<file path="config.mk">
export PLATFORM = sky130hd
export DESIGN_NAME = exception_sequencer
export DESIGN_NICKNAME = d
export VERILOG_FILES = /design/src/rtl/exception_pkg.sv /design/src/rtl/exception_vector_decode.sv /design/src/rtl/exception_sequencer.sv
export SDC_FILE = /design/constraint.sdc
export NUM_CORES = 1
export LEC_CHECK = 0
export CAP_MARGIN = 10
export CELL_PAD_IN_SITES_DETAIL_PLACEMENT = 1
export CELL_PAD_IN_SITES_GLOBAL_PLACEMENT = 1
export CORE_MARGIN = 1
export CORE_UTILIZATION = 28
export DETAILED_ROUTE_END_ITERATION = 7
export PLACE_DENSITY = 0.88
export SYNTH_ARGS = -nofsm -noshare
export SYNTH_HDL_FRONTEND = slang
export SYNTH_SLANG_ARGS = --single-unit
</file>
<file path="constraint.sdc">
create_clock -name clk -period 3.1 [get_ports clk]
set_input_delay 0.31 -clock clk [delete_from_list [all_inputs] [get_ports clk]]
set_output_delay 0.31 -clock clk [all_outputs]
set_load 0.01 [all_outputs]
</file>
<file path="src/rtl/exception_pkg.sv">
// Shared definitions for the exception sequencer: FSM state encoding,
// cause codes and the fixed handler vector byte addresses.
package exception_pkg;

  typedef enum logic [2:0] {
    ST_IDLE     = 3'd0,
    ST_SAVE_EPC = 3'd1,
    ST_WAIT1    = 3'd2,
    ST_WAIT2    = 3'd3,
    ST_LOAD_PC  = 3'd4
  } state_t;

  typedef enum logic [1:0] {
    CAUSE_NONE     = 2'b00,
    CAUSE_OPCODE   = 2'b01,
    CAUSE_OVERFLOW = 2'b10,
    CAUSE_DIV0     = 2'b11
  } cause_t;

  localparam logic [31:0] VEC_OPCODE   = 32'd253;
  localparam logic [31:0] VEC_OVERFLOW = 32'd254;
  localparam logic [31:0] VEC_DIV0     = 32'd255;

  localparam logic [7:0]  EXC_COUNT_MAX = 8'd255;

endpackage

</file>
<file path="src/rtl/exception_vector_decode.sv">
// Combinational priority encoder: opcode > overflow > div0.
// Produces the cause code and the vector byte address for the winner;
// any_req flags that at least one request is pending.
module exception_vector_decode
  import exception_pkg::*;
(
  input  logic        exc_opcode,
  input  logic        exc_overflow,
  input  logic        exc_div0,
  output logic        any_req,
  output logic [1:0]  cause,
  output logic [31:0] vector
);

  // Highest-priority request selects both the code and the vector
  always_comb begin
    any_req = exc_opcode | exc_overflow | exc_div0;
    cause   = CAUSE_NONE;
    vector  = 32'd0;
    if (exc_opcode) begin
      cause  = CAUSE_OPCODE;
      vector = VEC_OPCODE;
    end else if (exc_overflow) begin
      cause  = CAUSE_OVERFLOW;
      vector = VEC_OVERFLOW;
    end else if (exc_div0) begin
      cause  = CAUSE_DIV0;
      vector = VEC_DIV0;
    end
  end

endmodule

</file>
<file path="src/rtl/exception_sequencer.sv">
// Exception entry sequencer: saves EPC, reads the handler byte from the
// vector table (two-cycle memory latency) and loads it into the PC.
// Request sampled at edge N gives pc_write in cycle N+4; requests while busy are dropped.
module exception_sequencer
  import exception_pkg::*;
(
  input  logic        clk,
  input  logic        reset,
  input  logic        exc_opcode,
  input  logic        exc_overflow,
  input  logic        exc_div0,
  input  logic [31:0] pc_in,
  input  logic [31:0] mem_data_in,
  output logic        busy,
  output logic [31:0] mem_addr,
  output logic        addr_sel,
  output logic        epc_write,
  output logic [31:0] epc_value,
  output logic        pc_write,
  output logic [31:0] handler_pc,
  output logic [1:0]  cause,
  output logic [7:0]  exc_count
);

  state_t      state_q;
  state_t      state_d;
  logic        dec_any;
  logic [1:0]  dec_cause;
  logic [31:0] dec_vector;
  logic        accept;
  logic        unused_mem_hi;

  // Only the low byte of the vector table entry is meaningful
  assign unused_mem_hi = ^mem_data_in[31:8];

  exception_vector_decode u_decode (
    .exc_opcode  (exc_opcode),
    .exc_overflow(exc_overflow),
    .exc_div0    (exc_div0),
    .any_req     (dec_any),
    .cause       (dec_cause),
    .vector      (dec_vector)
  );

  assign accept = (state_q == ST_IDLE) && dec_any;

  // State register
  always_ff @(posedge clk) begin
    if (reset) state_q <= ST_IDLE;
    else       state_q <= state_d;
  end

  // Next-state: fixed walk through the save/read/load steps once accepted
  always_comb begin
    state_d = state_q;
    case (state_q)
      ST_IDLE:     if (dec_any) state_d = ST_SAVE_EPC;
      ST_SAVE_EPC: state_d = ST_WAIT1;
      ST_WAIT1:    state_d = ST_WAIT2;
      ST_WAIT2:    state_d = ST_LOAD_PC;
      ST_LOAD_PC:  state_d = ST_IDLE;
      default:     state_d = ST_IDLE;
    endcase
  end

  // Strobes decoded from state; a reset cycle suppresses them so an
  // aborted sequence never emits a partial write
  always_comb begin
    busy      = 1'b0;
    addr_sel  = 1'b0;
    epc_write = 1'b0;
    pc_write  = 1'b0;
    if (!reset) begin
      busy = (state_q != ST_IDLE);
      case (state_q)
        ST_SAVE_EPC: begin
          epc_write = 1'b1;
          addr_sel  = 1'b1;
        end
        ST_WAIT1, ST_WAIT2: addr_sel = 1'b1;
        ST_LOAD_PC:         pc_write = 1'b1;
        default: ;
      endcase
    end
  end

  // Datapath registers: captured on acceptance (or in WAIT2 for the
  // handler byte) and held otherwise so downstream muxes see stable values
  always_ff @(posedge clk) begin
    if (reset) begin
      mem_addr   <= 32'd0;
      epc_value  <= 32'd0;
      handler_pc <= 32'd0;
      cause      <= CAUSE_NONE;
      exc_count  <= 8'd0;
    end else begin
      if (accept) begin
        mem_addr  <= dec_vector;
        epc_value <= pc_in - 32'd4;
        cause     <= dec_cause;
        if (exc_count != EXC_COUNT_MAX) exc_count <= exc_count + 8'd1;
      end
      if (state_q == ST_WAIT2) handler_pc <= {24'd0, mem_data_in[7:0]};
    end
  end

endmodule

</file>
Yosys cells after proc, flatten, opt, wreduce, memory -nomap -nowiden
Index checks and enable logic that the tools add are counted.
- $add $sub $neg: 2
- bitwise logic cells: 2
- equal/unequal tests: 6
- mux-type cells: 15
- reductions and logical operators: 5
- operator list (cell ; count):
    $mux W32 ; 2
    $sub A32 B3 Y32 const B ; 1
    $pmux W3 S4 ; 1
    $add A8 B1 Y8 const B ; 1
    $mux W8 ; 1
    $ne A8 B8 Y1 const B ; 1
    $mux W1 ; 7
    $eq A3 B2 Y1 const B ; 2
    $mux W2 ; 3
    $eq A3 B1 Y1 const B ; 1
    $eq A3 B3 Y1 const B ; 1
    $logic_not A3 Y1 ; 1
    $mux W3 ; 1
    $reduce_bool A3 Y1 ; 1
    $reduce_or A3 Y1 ; 1
    $ne A2 B2 Y1 const B ; 1
    $or A1 B1 Y1 ; 2
    $reduce_and A2 Y1 ; 1
    $logic_and A1 B1 Y1 ; 1
- bits in registers: 85
- bits of input ports: 69
- output and inout bits: 110
- word-level logic and storage cells: 36

Logic depth before layout (Yosys ltp)
Gate-level depths: netlist (run 1).
- word-level depth: 4
- mapped depth: 7
- gate-level depth less buffers: 6

Cells and area by module
A second synthesis (run 1) with hierarchy kept.
- cell total of the unflattened synthesis: 500
- area, all modules: 4108.9 um2
- modules (own cells, without submodules) (module ; instances ; area an instance (um2) ; cells each ; sequential area each (um2)):
    exception_sequencer ; 1 ; 3839.9 ; 462 ; 1701.6
    exception_vector_decode ; 1 ; 269.0 ; 38 ; 0.0

Worst setup path before layout (run 1)
No wires, ideal clock.
- path type: input -> register
- from: input port pc_in[24]
- to: register epc_value[31]
- path buffers: 0
- stages: 4
- arrival time: 2.046 ns
- setup time: 0.091 ns
- required time: 3.009 ns
- path slack: 0.963 ns
- path through: or4_4 or4_4 or4_1 a311oi_1
- word-level cells in the longest chain between the ends: 1
- RTL lines (item ; line ; source):
    start, declared ; exception_sequencer.sv:12 ; input logic [31:0] pc_in,
    $sub A32 B3 Y32 ; exception_sequencer.sv:99 ; epc_value <= pc_in - 32'd4;
    end signal, assigned ; exception_sequencer.sv:99 ;
    end, declared ; exception_sequencer.sv:18 ; output logic [31:0] epc_value,
Every way passes these cells.
A chain may end at the register's enable or synchronous reset.

Final worst setup path (run 1)
- from: input port pc_in[2]
- to: register epc_value[22]
Same word-level chain as after synthesis.

==> results of run 1 <==
final cells by class:
class / instances / area, sq um / share of cell area
clock buffer: 6 / 82.58 / 0.02010
clock inverter: 2 / 12.51 / 0.003046
inverter: 5 / 18.77 / 0.004569
multi-input combinational: 265 / 1619 / 0.3942
sequential: 54 / 1081 / 0.2632
tap: 136 / 170.2 / 0.04143
timing repair buffer: 115 / 1124 / 0.2735
cells by family (layout without fill, tap and decap cells):
kind of cell | count (synthesis) | after routing
and+or+nand+nor | 131 | 131
buffers and inverters | 81 | 128
AOI/OAI and AO/OA | 59 | 59
DFF | 54 | 54
muxes | 13 | 13
xor gates and xnor gates | 12 | 12
adders and majority gates | 2 | 2
other | 1 | 48
registers in the layout, indices dropped and copies added (netlist names):
register    cells
cause           1
epc_value      32
handler_pc      8
state_q         3
mem_addr        2
exc_count       8
cells in the mapped netlist, drive strengths merged:
library cell  number  area (sq um)
nand4              6         37.54
dfxtp             54          1081
buf               58         424.2
a21oi              2         10.01
or4               13         107.6
nand2              8         30.03
clkbuf            18         67.56
nand2b             2         12.51
a2111oi            1         8.760
a211oi            14         105.1
xnor2              4         35.03
xor2               8         70.07
nor2              54         202.7
nor4b              4         41.29
a221oi             1         8.760
nand3              6         30.03
and3               1         6.260
o21ai              7         35.03
nand4bb            1         11.26
and4               1         8.760
a311oi            19         166.4
o2111a             1         11.26
a31oi              1         6.260
conb               1         3.750
or3               10         66.31
nand3b             2         15.01
nor4bb             1         10.01
ha                 2         25.02
o31ai             11         82.58
and4b              1         10.01
nor3               9         50.05
and2               2         12.51
o41ai              1         8.760
inv                5         18.77
or2                4         25.02
mux2i             13         130.1
o211ai             1         7.510
nor3b              1         7.510
nand4b             2         17.52
nor4               3         25.02
routing by layer:
layer | global-route usage | vias up
met4 | 0.03472 | 0
met3 | 0.03372 | 6
met5 | 0 | -
met2 | 0.2656 | 117
met1 | 0.1852 | 1341
li1 | - | 1360
cell usage in the layout, fill, tap and decap left out, types with 8 or more instances in the layout:
master           synthesis  layout
or4_1                    9       9
dfxtp_1                 54      54
nand2_1                  8       8
conb_1                   1      48
a311oi_1                19      19
buf_4                   55       9
nor3_1                   8       8
clkdlybuf4s50_1          0     105
xor2_1                   8       8
mux2i_1                 13      13
o31ai_1                 11      11
nor2_1                  54      54
a211oi_1                14      14
how the worst max path moves through the flow:
stage | from | to | slack [ps] | depth (start not counted)
4_1_cts | pc_in[2] | epc_value[22] | 570 | 7
3_5_place_dp | pc_in[2] | epc_value[22] | 260 | 7
6_report | pc_in[2] | epc_value[22] | 580 | 7
3_3_place_gp | pc_in[2] | epc_value[22] | 350 | 7
5_1_grt | pc_in[2] | epc_value[22] | 480 | 7
2_1_floorplan | pc_in[24] | epc_value[31] | 960 | 4
worst register-to-register path, stage by stage (launching register included):
cell and delay [ps]:
dfxtp_1 390, nor3_1 210, buf_4 220, and2_2 150, buf_4 520, nor2_1 160
a311oi_1 280
metrics by stage:
stage | total power, uW | worst slack [ps]
after floorplan | 1186 | 962.8
after global placement | 1433 | 352.5
after detailed placement | 1455 | 257.8
after CTS | 1883 | 566.6
after global routing | 1966 | 484.5
final | 1855 | 576.5
power breakdown:
| part | switching, uW | internal (uW) |
|---|---|---|
| logic | 294 | 304 |
| clock network | 242 | 180 |
| registers | 57.2 | 778 |
| total | 593 | 1260 |
==> key figures, run 1 <==
Global routing
  – GRT overflow: 0
  – Largest net degree at the start of global routing: 66
  – Vias in the first global route: 2697
  – Antenna violations before repair: 0
  – GRT Total Usage: 0.1505
  – Global-route wire length before repair: 13470 um

STA
  – Max_slew headroom: 0.5359
  – Slew @ Worst Pin: 686.5 ps
  – Worst Clk Skew: 11.00 ps
  – Crit share post-route: 0.8140
  – Max-slew violation count: 0
  – RSZ-0062 raised after global routing: no
  – Final TNS setup: 0 ps
  – Fmax: 396.3 MHz
  – Min Hold Slack: 458.4 ps
  – Final hold viol count: 0
  – Final Setup Violations: 0
  – Min Clock Period, post-route: 2523 ps

Route
  – WL met2: 4225 um
  – Detailed Route WL: 8629 um
  – Final antenna-violating net count: 0
  – Uppermost layer routed: met4
  – Metal3 WL: 524 um
  – Initial DRC Count: 90
  – DRT met1 WL: 3819 um
  – WL/cell: 14.80 um
  – Vias: 2824
  – Number of remaining DRC errors: 0
  – Initial DRT Pass Iterations: 4
  – Post-DR vias/cell: 4.844

Placed design
  – Dpl hpwl: 6564 um
  – Dpl cell area: 4013 sq um
  – Final GP Congestion: 0.7789
  – Cells after DPL: 575
  – Port Buffer Count: 106

Setup path
  – CP max FO: 11
  – FF-to-FF setup slack: 1080 ps
  – Crit end category: flop
  – WP data arrival: 2740 ps
  – Worst path slowest cell: or4_2
  – Largest stage delay, worst path: 680 ps
  – WP buf/inv: 2
  – FF-to-FF End: epc_value[28]
  – Cell chain of the critical path: clkdlybuf4s50_1, inv_1, ha_1, nor4b_2, nand2_1, or4_2, a311oi_1
  – Crit path kind: input pin to flop
  – Startpoint type of the worst setup path: input pin
  – FF-to-FF path depth: 6
  – R2r startpoint: state_q[0]
  – Worst EP required: 3320 ps
  – CP delay by family, top: simple AND/OR/NAND/NOR gates

Power
  – Pwr Density: 451.5 nW/um^2
  – VDD IR max: 0.2168 mV
  – Static Leak: 0.001517 uW

Finish
  – Fin util: 0.3944
  – Layout cell share with drive strength beyond 1: 0.07383
  – Final net count: 517
  – Non-filler cells, final: 583
  – Final Cell Area: 4108 sq um
  – Antenna cell count: 0
  – Area growth from synthesis to layout: 35.44%
  – Fill count: 1230

Floorplan
  – Die width: 106.1 um
  – Top Ports: 179
  – Site Rows: 37
  – Die Footprint: 11250 sq um
  – Chip height: 106.1 um
  – Core Region: 10420 sq um
  – Initial cell density of the core: 0.2912

Clocking
  – Clk root buf: clkbuf_8
  – Maximum clock path buffer count: 2
  – TritonCTS Sinks: 54
  – Worst skew pair latency: 310 ps
  – Post-CTS resize count: 0
  – Hold_buf cts: 0
  – Reg clk slew, reported paths: 100 ps
  – Cts bufs inserted: 5
  – Htree depth: 2
  – Post-CTS Setup Bufs: 0
  – CTS tree: done

Synthesis
  – Cells after Synth: 353
  – Area share of and/or/nand/nor cells after synthesis: 0.2397
  – Synth Area in Adders: 0.008251
  – Synth Area in XOR/XNOR: 0.03465
  – Avg Inst Size Synth: 8.592 sq um
  – Synthesized area: 3033 sq um
  – Mux share of post-synthesis cell area: 0.04290
  – Register area share after synthesis: 0.3564
  – Yosys cell types: 47
  – Synth Area in Compound Gates: 0.1485
  – Seq cells post-synth: 54
  – Combinational family with the most area after synthesis: simple AND/OR/NAND/NOR gates
  – Yosys warnings: 0

Hold path
  – Cell depth of the worst min-delay path: 2
  – Hold_sp: reset
  – HP Class: input pin to flop
  – Hold Path End: exc_count[1]

Job
  – Maxcap violations: 0

Run status
  – Status: finished clean
No activity file was read; power rests on OpenSTA's default activity.
==> inputs of run 2 (changes only) <==
- CORE_UTILIZATION: 28 -> 24
- PLACE_DENSITY: 0.88 -> 0.81
- clock period: 3.1 -> 2.2 ns (I/O delays scaled with it)
==> key figures, run 2 (synthesis gave the netlist of run 1 again) <==
Run status
  – Status: finished clean

Route
  – Detailed Route WL: 9459 um (+9.6%)
  – Number of remaining DRC errors: 0 (unchanged)
  – Post-DR vias/cell: 4.548 (-6.1%)
  – Initial DRC Count: 83 (-7.8%)
  – Initial DRT Pass Iterations: 4 (unchanged)
  – Vias: 2970 (+5.2%)
  – Final antenna-violating net count: 0 (unchanged)
  – WL/cell: 14.49 um (-2.1%)

STA
  – Slew @ Worst Pin: 523.8 ps (-162.8 ps)
  – Post-route setup slack: 41.70 ps (-534.8 ps)
  – Crit share post-route: 0.9810
  – Worst Clk Skew: 6.888 ps (-4.109 ps)
  – Max-slew violation count: 0 (unchanged)
  – Min Clock Period, post-route: 2158 ps
  – RSZ-0062 raised after global routing: no
  – Max_slew headroom: 0.6498 (+0.1139)
  – Final Setup Violations: 0 (unchanged)
  – Fmax: 463.3 MHz
  – Final TNS setup: 0 ps (unchanged)
  – Final hold viol count: 0 (unchanged)

Finish
  – Layout cell share with drive strength beyond 1: 0.1629 (+0.08906)
  – Register area: 1081 sq um (unchanged)
  – Max reg flops: 32 (unchanged)
  – Final net count: 555 (+7.4%)
  – Antenna cell count: 0 (unchanged)
  – Commonest cells after routing, fill and taps aside: clkdlybuf4s50_1, nor2_1, dfxtp_1
  – Fill count: 1433 (+17%)
  – Most common cell after layout, fill and taps aside: clkdlybuf4s50_1
  – Top reg by flops: epc_value
  – Area growth from synthesis to layout: 50.29%
  – Multi-input gate area: 1675 sq um (+3.5%)
  – Top flop regs: epc_value x32, exc_count x8, handler_pc x8

Floorplan
  – Chip height: 114.4 um (+7.9%)
  – Initial cell density of the core: 0.2494 (-0.04179)
  – Die Footprint: 13090 sq um (+16%)
  – Site Rows: 40 (+8.1%)
  – Core Region: 12160 sq um (+17%)
  – Top Ports: 179 (unchanged)
  – Die width: 114.4 um (+7.9%)

Clocking
  – TritonCTS Sinks: 54 (unchanged)
  – Worst skew pair latency: 290 ps (-20 ps)
  – Hold_buf cts: 0 (unchanged)
  – Clk root buf: clkbuf_16
  – Cts bufs inserted: 5 (unchanged)
  – Reg clk slew, reported paths: 70 ps (-30 ps)
  – Maximum clock path buffer count: 2 (unchanged)
  – Htree depth: 2 (unchanged)
  – Post-CTS Setup Bufs: 0 (unchanged)
  – CTS tree: done

Setup path
  – CP max FO: 5 (-6)
  – R2r startpoint: state_q[0]
  – FF-to-FF path depth: 6 (unchanged)
  – Startpoint type of the worst setup path: input pin
  – Crit path kind: input pin to flop
  – Worst EP required: 2390 ps (-930 ps)
  – CP Capture Point: epc_value[27]
  – Crit end category: flop
  – FF-to-FF setup slack: 450 ps (-630 ps)
  – CP startpoint: pc_in[21]
  – WP data arrival: 2350 ps (-390 ps)
  – FF-to-FF End: exc_count[7]

Placed design
  – Dpl hpwl: 7333 um (+12%)
  – Setup WS pre-CTS: -335.7 ps (-593.5 ps)
  – Final GP Congestion: 0.8141 (+4.5%)
  – Port Buffer Count: 106 (unchanged)

Global routing
  – Global-route wire length before repair: 14790 um (+9.8%)
  – GRT Total Usage: 0.1416 (-0.008899)
  – Largest net degree at the start of global routing: 62 (-6.1%)
  – Antenna violations before repair: 0 (unchanged)
  – Vias in the first global route: 2951 (+9.4%)
  – GRT overflow: 0 (unchanged)

Job
  – Maxcap violations: 0 (unchanged)

Power
  – Pwr Density: 635.9 nW/um^2 (+41%)
  – Static Leak: 0.001737 uW (+15%)
  – Power, Total: 2898 uW (+56%)
  – VDD IR max: 0.3507 mV (+62%)

Hold path
  – HP Class: input pin to flop
## run 2: changes by cell type in the layout (fill, tap and decap cells not counted), moves of 2 or more
cell	previous run	this run
buf_4	9	46
clkbuf_16	0	5
clkbuf_8	6	1
a311oi_1	19	16
a311oi_2	0	3
or3_2	3	1
or3_4	0	2
or4_1	9	7
or4_4	2	4
## run 2: layout make-up
cell class	instances	share of cell area
Clock inverter	2	0.002745
Tap cell	168	0.04612
Sequential cell	54	0.2372
Inverter	5	0.004117
Clock buffer	6	0.03047
Timing Repair Buffer	153	0.3118
Multi-Input combinational cell	265	0.3676
## run 2: repair_timing
item / CTS / global route
pin swaps: 1 / 5
endpoints found under the hold margin: 0 / 0
setup endpoints to repair: 2 / 9
resized for setup: 2 / 9
## run 2: critical path, stage by stage
cell and delay [ps]:
clkdlybuf4s50_1 420, or4_4 580, or3_4 350, or4_4 480, a311oi_2 300
## run 2: per-stage QoR
stage	instances	hold slack [ps]	cell area, sq um	util
floorplan	400	315.7	3209	-
global placement	645	475.1	4350	0.3577
detailed placement	645	485.0	4350	0.3577
CTS	653	355.1	4512	0.3710
global route	653	360.1	4558	0.3748
finish	653	344.7	4558	0.3748
## run 2: how the worst min path moves through the flow
stage / cells after the start / from / end / slack [ps]
4_1_cts: 2 / reset / handler_pc[1] / 360
3_5_place_dp: 2 / mem_addr[1] / mem_addr[1] / 480
6_report: 2 / reset / exc_count[1] / 340
3_3_place_gp: 2 / mem_addr[1] / mem_addr[1] / 480
2_1_floorplan: 1 / pc_in[2] / epc_value[2] / 320
5_1_grt: 2 / reset / handler_pc[1] / 360
## run 2: report_power, final
group	switching (uW)	total (uW)	internal (uW)	leakage, uW
combinational	436	905	470	0.00122
clock	362	814	452	0.0000729
sequential	82.9	1180	1100	0.000445
## run 2: metal layers
metal / global-route usage / routed length (um) / vias to the layer above
met2: 0.2610 / 4901 / 105
met3: 0.03494 / 569 / 4
met5: 0 / 0 / -
met1: 0.1675 / 3955 / 1415
met4: 0.02251 / 32 / 0
li1: - / - / 1446
